[src/rtl/operand_fetch.sv]
// ---------------------------------------------------------------------------
// operand_fetch
//
// Issue stage in front of the ALU. It takes decoded instructions over a
// valid/ready handshake, reads both operands from an internal register file
// and hands a registered opcode/operand/tag bundle to the ALU. The writeback
// port updates the register file and retires scoreboard entries. Operands are
// bypassed straight from a same-cycle writeback. Issue stalls while a source
// register or the destination register still has a result in flight.
//
// Ports
//   clk, rst_n        clock (rising edge), asynchronous active-low reset
//   in_valid/in_ready instruction handshake; in_ready never looks at in_valid
//   in_opcode         ALU opcode, passed through unchanged
//   in_rd             destination register
//   in_rs_a, in_rs_b  source registers (in_rs_b unused when in_use_imm=1)
//   in_imm            immediate, sign-extended to DATA_W
//   in_use_imm        1: data_b is the immediate instead of reg[in_rs_b]
//   out_valid/out_ready  ALU-side handshake
//   out_opcode, out_data_a, out_data_b, out_rd  registered ALU bundle
//   wb_en, wb_addr, wb_data  writeback into the register file
//   pending           scoreboard, one bit per register (bit 0 always 0)
// ---------------------------------------------------------------------------
module operand_fetch #(
    parameter int DATA_W   = 32,
    parameter int OPC_W    = 5,
    parameter int NUM_REGS = 16,
    parameter int REG_W    = 4,
    parameter int IMM_W    = 16
) (
    input  logic                clk,
    input  logic                rst_n,
    input  logic                in_valid,
    output logic                in_ready,
    input  logic [OPC_W-1:0]    in_opcode,
    input  logic [REG_W-1:0]    in_rd,
    input  logic [REG_W-1:0]    in_rs_a,
    input  logic [REG_W-1:0]    in_rs_b,
    input  logic [IMM_W-1:0]    in_imm,
    input  logic                in_use_imm,
    output logic                out_valid,
    input  logic                out_ready,
    output logic [OPC_W-1:0]    out_opcode,
    output logic [DATA_W-1:0]   out_data_a,
    output logic [DATA_W-1:0]   out_data_b,
    output logic [REG_W-1:0]    out_rd,
    input  logic                wb_en,
    input  logic [REG_W-1:0]    wb_addr,
    input  logic [DATA_W-1:0]   wb_data,
    output logic [NUM_REGS-1:0] pending
);

    localparam logic [NUM_REGS-1:0] ONE_HOT_0 = {{(NUM_REGS-1){1'b0}}, 1'b1};

    logic [DATA_W-1:0]   regs [NUM_REGS];
    logic [DATA_W-1:0]   imm_ext;
    logic [DATA_W-1:0]   opnd_a;
    logic [DATA_W-1:0]   opnd_b;
    logic [NUM_REGS-1:0] wb_clear;
    logic [NUM_REGS-1:0] rd_set;
    logic [NUM_REGS-1:0] busy;
    logic                hazard;
    logic                accept;

    assign imm_ext = {{(DATA_W-IMM_W){in_imm[IMM_W-1]}}, in_imm};

    // A writeback retires its scoreboard entry in the same cycle, so a
    // register being written right now no longer blocks issue.
    assign wb_clear = wb_en ? (ONE_HOT_0 << wb_addr) : '0;
    assign busy     = pending & ~wb_clear;
    assign hazard   = busy[in_rs_a] || (!in_use_imm && busy[in_rs_b]) || busy[in_rd];

    assign in_ready = rst_n && (!out_valid || out_ready) && !hazard;
    assign accept   = in_valid && in_ready;
    assign rd_set   = (accept && in_rd != '0) ? (ONE_HOT_0 << in_rd) : '0;

    // NOTE: every variable driven here gets a default first, so no path
    // through the block leaves it unassigned and no latch is inferred.
    always_comb begin
        opnd_a = regs[in_rs_a];
        if (wb_en && wb_addr == in_rs_a) opnd_a = wb_data;
        if (in_rs_a == '0)               opnd_a = '0;

        opnd_b = regs[in_rs_b];
        if (wb_en && wb_addr == in_rs_b) opnd_b = wb_data;
        if (in_rs_b == '0)               opnd_b = '0;
        if (in_use_imm)                  opnd_b = imm_ext;
    end

    // NOTE: register files are normally left unreset, but this one must
    // come out of reset all-zero, so every entry is cleared here.
    always_ff @(posedge clk or negedge rst_n) begin
        if (!rst_n) begin
            for (int i = 0; i < NUM_REGS; i++) regs[i] <= '0;
        end else if (wb_en && wb_addr != '0) begin
            regs[wb_addr] <= wb_data;
        end
    end

    // NOTE: sequential state uses non-blocking assignments so every register
    // samples pre-edge values regardless of statement order.
    always_ff @(posedge clk or negedge rst_n) begin
        if (!rst_n) begin
            pending <= '0;
        end else begin
            // Set is applied after clear so a same-cycle set of the same bit wins.
            pending <= (pending & ~wb_clear) | rd_set;
        end
    end

    always_ff @(posedge clk or negedge rst_n) begin
        if (!rst_n) begin
            out_valid  <= 1'b0;
            out_opcode <= '0;
            out_data_a <= '0;
            out_data_b <= '0;
            out_rd     <= '0;
        end else if (accept) begin
            out_valid  <= 1'b1;
            out_opcode <= in_opcode;
            out_data_a <= opnd_a;
            out_data_b <= opnd_b;
            out_rd     <= in_rd;
        end else if (out_ready) begin
            // Payload is left as-is; only the valid flag drops.
            out_valid  <= 1'b0;
        end
    end

endmodule

[config.mk]
export PLATFORM = sky130hd
export DESIGN_NAME = operand_fetch
export DESIGN_NICKNAME = d
export VERILOG_FILES = /design/src/rtl/operand_fetch.sv
export SDC_FILE = /design/constraint.sdc
export NUM_CORES = 1
export LEC_CHECK = 0
export CORE_MARGIN = 4
export CORE_UTILIZATION = 45
export CTS_BUF_LIST = sky130_fd_sc_hd__clkbuf_8 sky130_fd_sc_hd__clkbuf_16
export DETAILED_ROUTE_END_ITERATION = 10
export HOLD_SLACK_MARGIN = 0.05
export PLACE_DENSITY_LB_ADDON = 0.05
export SLEW_MARGIN = 5
export SYNTH_ARGS = -nofsm -noshare
export SYNTH_HDL_FRONTEND = slang
export SYNTH_SLANG_ARGS = --single-unit
[constraint.sdc]
create_clock -name clk -period 2.7 [get_ports clk]
set_clock_uncertainty 0.15 [all_clocks]
set_input_delay 0.54 -clock clk [delete_from_list [all_inputs] [get_ports clk]]
set_output_delay 0.54 -clock clk [all_outputs]
set_load 0.05 [all_outputs]
==> impl_metrics.tcl, run 1 <==
set metrics [dict create \
    run_status "finished, violations left" \
    failed_checks "setup timing" \
    floorplan.die_area_sq_mm 0.07431 \
    timing.critical_path.slowest_stage_cell "or3b_4" \
    p_leak_uw 0.01635 \
    initial_core_util 0.4569 \
    synth_top_area_frac 0.4782 \
    switching_share 0.3040 \
    vdd.ir_drop.worst_mv 0.5035 \
    syn-instance-count 2078 \
    route.vias.total 20300 \
    comb_power_share 0.298 \
    via_density 6.100 \
    core_area_sq_mm 0.06895 \
    share_of_the_clock_period_used_by_the_worst_path_after_layout 1.112 \
    end_kind "output port" \
    synth-edff-count 0 \
    holdCritStartpoint "in_rd[0]" \
    timing.final.max_slew_violations 0 \
    p_seq_frac 0.390 \
    ys_top_cells_by_area "dfrtp_1 (48%), mux4_2 (23%), mux2_2 (18%)" \
    drtIter0Drc 1216 \
    synthDistinctLibCells 49 \
    hold_viol 0 \
    design_area_sq_mm 0.03921 \
    cts_tree "done" \
    netlist_top_cells_count "dfrtp_1 (602), mux2_2 (516), mux4_2 (320)" \
    worst_skew_pair.late_latency_ps 610 \
    post-place-ws_ps -928.5 \
    type_of_origin_of_the_critical_path "primary input" \
    pwr-share-clk 0.312 \
    flow.area_growth_from_synthesis_pct 24.44 \
    crit_fanout 7 \
    dpl.hpwl_mm 59.43 \
    power_density_mw_per_mm2 836.0 \
    hold_slack_ps 228.9 \
    via_count_of_the_first_global_routing_pass 21800 \
    max_stage_delay_ps 460 \
    critPathKind "in -> out" \
    postPlaceCellArea_sq_mm 0.03618 \
    timing.rr.start "pending[9]" \
    number_of_placement_rows 96 \
    global_route_wire_length_before_repair_mm 142.9 \
    yosysTopAreaCell "dfrtp_1" \
    avgRoutedWirePerCell_um 28.92 \
    detail-route-antenna-nets 0 \
    antenna_found_initial 1 \
    chipHeight_um 272.6 \
    cp_data_arrival_time_ps 2310 \
    clk_pin_slew_ps 60 \
    hold_class "in -> reg" \
    synth.most_common_cell "dfrtp_1" \
    drcViolationCount 0 \
    setup.worst_path.start "wb_addr[2]" \
    fin_nets 2419 \
    grt_overflow 0 \
    postSynthNetCount 2153 \
    ys_dominant_reg_cell "dfrtp_1" \
    setup-violations-final 42 \
    worst-endpoint-required_ps 2010 \
    die_w_um 272.6 \
    clock_tree.root_cell "clkbuf_16" \
    ports 166 \
    detail_route.first_pass.iterations 6 \
    wirelength_mm 96.24 \
    cts_made_buffers 69 \
    p_switching_uw 9963 \
    port-buffer-count 165 \
    postSynth.asyncResetShare 1.000 \
    maximum_number_of_pins_on_one_net_before_global_route_repair 171 \
    htreeDepth 3 \
    setup_slack_ps -302.3 \
    worstPathCellList "buf_8, or3b_4, buf_4, o21ai_4, o211ai_1, nand4_1, nand4_1, buf_6, nor2_4, buf_12" \
    cts.sinks 602 \
    cts_buffer_depth 3 \
    timing.fmax_mhz 333.1 \
    post_synth_instance_area_sq_mm 0.03150 \
    worst_slew_pin_tran_ps 950.8 \
    internal_power_uw 22810 \
    layout_min_cycle_time_ps 3002 \
    drive_gt1_frac 0.5392 \
    worst_path_most_repeated_cell "nand4_1" \
    routabilityCongestion 0.8523 \
    total_power_uw 32780 \
    groute.usage.overall 0.2550 \
    max-slew-margin-rel 0.3661 \
    avgSynthCellArea_sq_um 15.16 \
    rsz_0062_raised_after_global_routing "yes" \
    drv_cap 0 \
    fraction_of_the_yosys_area_taken_by_sequential_cells 0.4782 \
    register_to_register_setup_slack_ps -40 \
    synth_warnings 0 \
    postSynthRegisterBits 602 \
]
[critical path, delay by kind of cell]
kind | cells | cell delay [ps]
buffers and inverters | 4 | 590
and+or+nand+nor | 4 | 880
AOI/OAI and AO/OA | 2 | 290
[final cells by class]
type | instances | area (sq um)
inverters | 41 | 153.9
multi-input cells | 1201 | 15690
diodes | 1 | 2.502
well taps | 931 | 1165
clock buffers | 90 | 2061
fillers | 5534 | 29740
repair buffers | 429 | 4639
clock inverters | 33 | 431.7
flip-flops and latches | 602 | 15060
[layout by cell type (no fill, tap or decap), drive strengths merged, types with 2 or more instances in the layout]
cell           instances
mux2i                  2
o21ai                 57
xor2                   6
nor2b                  3
or2                    6
and3                   3
o221ai                 3
or4                    4
dfrtp                602
nor3                   4
bufinv                10
nand3                  5
and3b                  3
nand3b                 4
a41oi                  2
clkbuf                96
inv                   58
nand4                  9
a21oi                 50
nor2                  20
clkdlybuf4s50        148
a22oi                 16
xnor2                  2
a22o                   2
buf                  271
nor3b                  4
mux2                 553
o22ai                  3
o211ai                25
o2111ai                7
clkinv                 5
nand2                 74
o31ai                  4
nand2b                 3
mux4                 320
[logic make-up after synthesis]
family	synth area share
compound gates	0.03344
xor+xnor	0.002224
buf+inv	0.03511
flops	0.4782
mux	0.4271
simple gates	0.02399
[path summary, 6_finish.rpt]
path                             endpoint  depth (start not counted)
setup / recovery                 in_ready                         10
hold / removal                  out_rd[0]                          2
setup reg to reg           out_data_a[11]                         10
hold reg to reg                 regs[502]                          0
max in group asynchronous       regs[371]                          4
min in group asynchronous      pending[5]                          3
[what timing repair did]
action,CTS,global route
buffers inserted,6,6
pin swaps,13,7
hold buffers,1,0
resized for setup,39,51
cloned,0,7
endpoints found under the setup margin,89,18
endpoints found under the hold margin,126,0
[state kept, by name, summed over array words and instances, names as in the netlist]
register    count
out_rd          4
pending        16
out_opcode      5
out_data_a     32
regs          512
out_valid       1
out_data_b     32
[metal layers]
metal  vias up  track usage  part of all wire
met3       125      0.04004             0.053
met5         -            0          0.000083
met1     11120       0.3650              0.44
met2       548       0.4144              0.48
li1       8509            -                 -
met4         2      0.06222             0.022
[stage by stage]
step / TNS [ps] / instances / utilization
3_3_place_gp: -132450 / 3185 / 0.5247
6_report: -1682 / 3328 / 0.5686
2_1_floorplan: -8573 / 2078 / -
3_5_place_dp: -141100 / 3185 / 0.5247
5_1_grt: -4667 / 3327 / 0.5686
4_1_cts: -282.0 / 3315 / 0.5624
[power groups by stage]
stage / sequential (uW) / clock, uW / combinational (uW)
after global routing: 13100 / 10800 / 10300
final: 12800 / 10200 / 9780
after floorplan: 14300 / 0 / 4760
after detailed placement: 12900 / 0 / 9490
after global placement: 12700 / 0 / 9330
after CTS: 12700 / 10500 / 9540
No activity file was read; power rests on OpenSTA's default activity.
==> run 2: changes to the inputs <==
GPL_TIMING_DRIVEN = 0   (was default)
==> run 2 against run 1 <==
Effect of this change: non-clock buffer count grew 35; register-to-register slack worse by 70 ps; first-iteration DRC count is 57% higher; setup slack worse by 64 ps; global-route usage is 3.2 points higher; die area did not move; clock power down 7%; final area shrank 1.2%; flip-flop and latch count is the same; the flow still finishes with violations (setup timing); hold slack better by 52 ps; critical path depth stayed put; via count up 3.5%; largest cell class unchanged; critical endpoint unchanged.
==> impl_metrics.tcl, run 2 (synthesis gave the netlist of run 1 again) <==
set metrics [dict create \
    setup_slack_ps -366.7 \
    clock_tree.root_cell "clkbuf_16" \
    mostFrequentLayoutCells "dfrtp_1 (602), mux2_2 (485), mux4_2 (320), clkdlybuf4s50_1 (146), clkbuf_1 (98)" \
    end_kind "output port" \
    worst_slew_pin_tran_ps 1243 \
    critical_path_buf_inv_count 4 \
    max-slew-margin-rel 0.1711 \
    number_of_placement_rows 96 \
    floorplan.die_area_sq_mm 0.07431 \
    run_status "finished, violations left" \
    dp.cells 3175 \
    critical_path.top_delay_family "simple AND/OR/NAND/NOR gates" \
    post_layout_nonfiller_instances 3361 \
    antenna-diode-count 0 \
    type_of_origin_of_the_critical_path "primary input" \
    grt_overflow 0 \
    maximum_number_of_pins_on_one_net_before_global_route_repair 116 \
    register_to_register_setup_slack_ps -110 \
    max_stage_delay_ps 410 \
    rsz_0062_raised_after_global_routing "yes" \
    worst_skew_pair.late_latency_ps 610 \
    holdCritStartpoint "wb_addr[2]" \
    total_power_uw 32210 \
    drcViolationCount 0 \
    chipHeight_um 272.6 \
    timing.rr.start "pending[15]" \
    hold_viol 0 \
    drive_gt1_frac 0.5037 \
    drtIter0Drc 1910 \
    failed_checks "setup timing" \
    largest_reg_flops 512 \
    worst_r2r_end "out_data_b[30]" \
    reg2reg_depth 12 \
    worstPathCellList "buf_12, or3b_4, buf_8, buf_4, o21ai_4, o211ai_1, nand4_1, nand4_1, nor2_4, buf_8" \
    cts_made_buffers 71 \
    core_area_sq_mm 0.06895 \
    via_density 6.253 \
    timing.critical_path.slowest_stage_cell "or3b_4" \
    wirelength_mm 105.4 \
    cts_buffer_depth 3 \
    port-buffer-count 159 \
    clk_pin_slew_ps 50 \
    die_w_um 272.6 \
    global_route_wire_length_before_repair_mm 156.1 \
    detail_route.first_pass.iterations 7 \
    cts.sinks 602 \
    ports 166 \
    layout_commonest_cell "dfrtp_1" \
    fin_nets 2456 \
    avgRoutedWirePerCell_um 31.37 \
    critPathKind "in -> out" \
    initial_core_util 0.4569 \
    cts_tree "done" \
    groute.usage.overall 0.2870 \
    cp_data_arrival_time_ps 2380 \
    drv_cap 0 \
    worst_hold_path.endpoint "pending[12]" \
    reg_top3 "regs x512, out_data_a x32, out_data_b x32" \
    routabilityCongestion 0.8509 \
    htreeDepth 3 \
    worst-endpoint-required_ps 2010 \
    antenna_found_initial 1 \
    timing.final.max_slew_violations 0 \
    crit_fanout 5 \
    dpl.hpwl_mm 67.63 \
    p_leak_uw 0.01608 \
    detail-route-antenna-nets 0 \
    setup-violations-final 81 \
    share_of_the_clock_period_used_by_the_worst_path_after_layout 1.136 \
    via_count_of_the_first_global_routing_pass 22280 \
    flow.area_growth_from_synthesis_pct 22.94 \
    power_density_mw_per_mm2 831.7 \
    vdd.ir_drop.worst_mv 0.6333 \
    timing.fmax_mhz 326.1 \
    top_register "regs" \
    layout_min_cycle_time_ps 3067 \
    timing.hold.worst_path_depth 4 \
    route.vias.total 21020 \
    hold_class "in -> reg" \
]
run 2: area by class of cell:
type	instances	area [sq um]
timing repair buffer	233	2795
fill	5603	30220
multi-input combinational	1201	15760
clock buffer	88	2033
tap	931	1165
sequential	602	15060
buffer	231	1516
clock inverter	34	245.2
inverter	41	153.9
run 2: worst min-delay path, cell delays in order:
cell     delay, ps
buf_6          110
nand3_2        140
o21ai_4        100
o21ai_1         80
run 2: how the worst max path moves through the flow:
stage / startpoint / endpoint / slack, ps / cells after the start
after detailed placement: wb_addr[0] / in_ready / -2400 / 9
final: wb_addr[3] / in_ready / -370 / 10
after global routing: wb_addr[3] / in_ready / -360 / 9
after global placement: rst_n / out_data_a[15] / -26260 / 1
after floorplan: wb_addr[2] / out_data_a[28] / -170 / 10
after CTS: wb_addr[3] / in_ready / -340 / 9
run 2: routing by layer:
layer / share of wire / GRT usage / vias up
li1: - / - / 8579
met1: 0.43 / 0.4077 / 11430
met2: 0.48 / 0.4595 / 838
met3: 0.068 / 0.05303 / 168
met4: 0.026 / 0.07937 / 2
met5: 0.00017 / 0 / -
run 2: power by group:
| part | switching, uW | total (uW) | internal (uW) | leakage, uW |
|---|---|---|---|---|
| Sequential | 1520 | 12800 | 11200 | 0.00747 |
| Combinational | 4710 | 9970 | 5270 | 0.00741 |
| Clock | 3880 | 9470 | 5590 | 0.00119 |
| Total | 10100 | 32200 | 22100 | 0.0161 |
run 2: stage by stage:
step                      setup TNS (ps)  hold WS (ps)  setup slack [ps]  cell area (sq um)    util
after floorplan                    -8573         94.41            -169.0              31690       -
after global placement                 -         303.2            -26260              34450  0.4997
final                             -12190         280.8            -366.7              38730  0.5618
after detailed placement         -702910         279.5             -2401              34630  0.5023
after global routing              -10350         269.1            -357.1              38730  0.5618
after CTS                         -10120         246.5            -337.8              38610  0.5600
run 2: what timing repair did:
action | CTS | global route
hold endpoints to repair | 70 | 0
pin swaps | 17 | 9
hold buffers | 7 | 0
gates cloned | 12 | 0
buffers inserted | 41 | 9
resized for setup | 313 | 42
setup endpoints to repair | 516 | 166
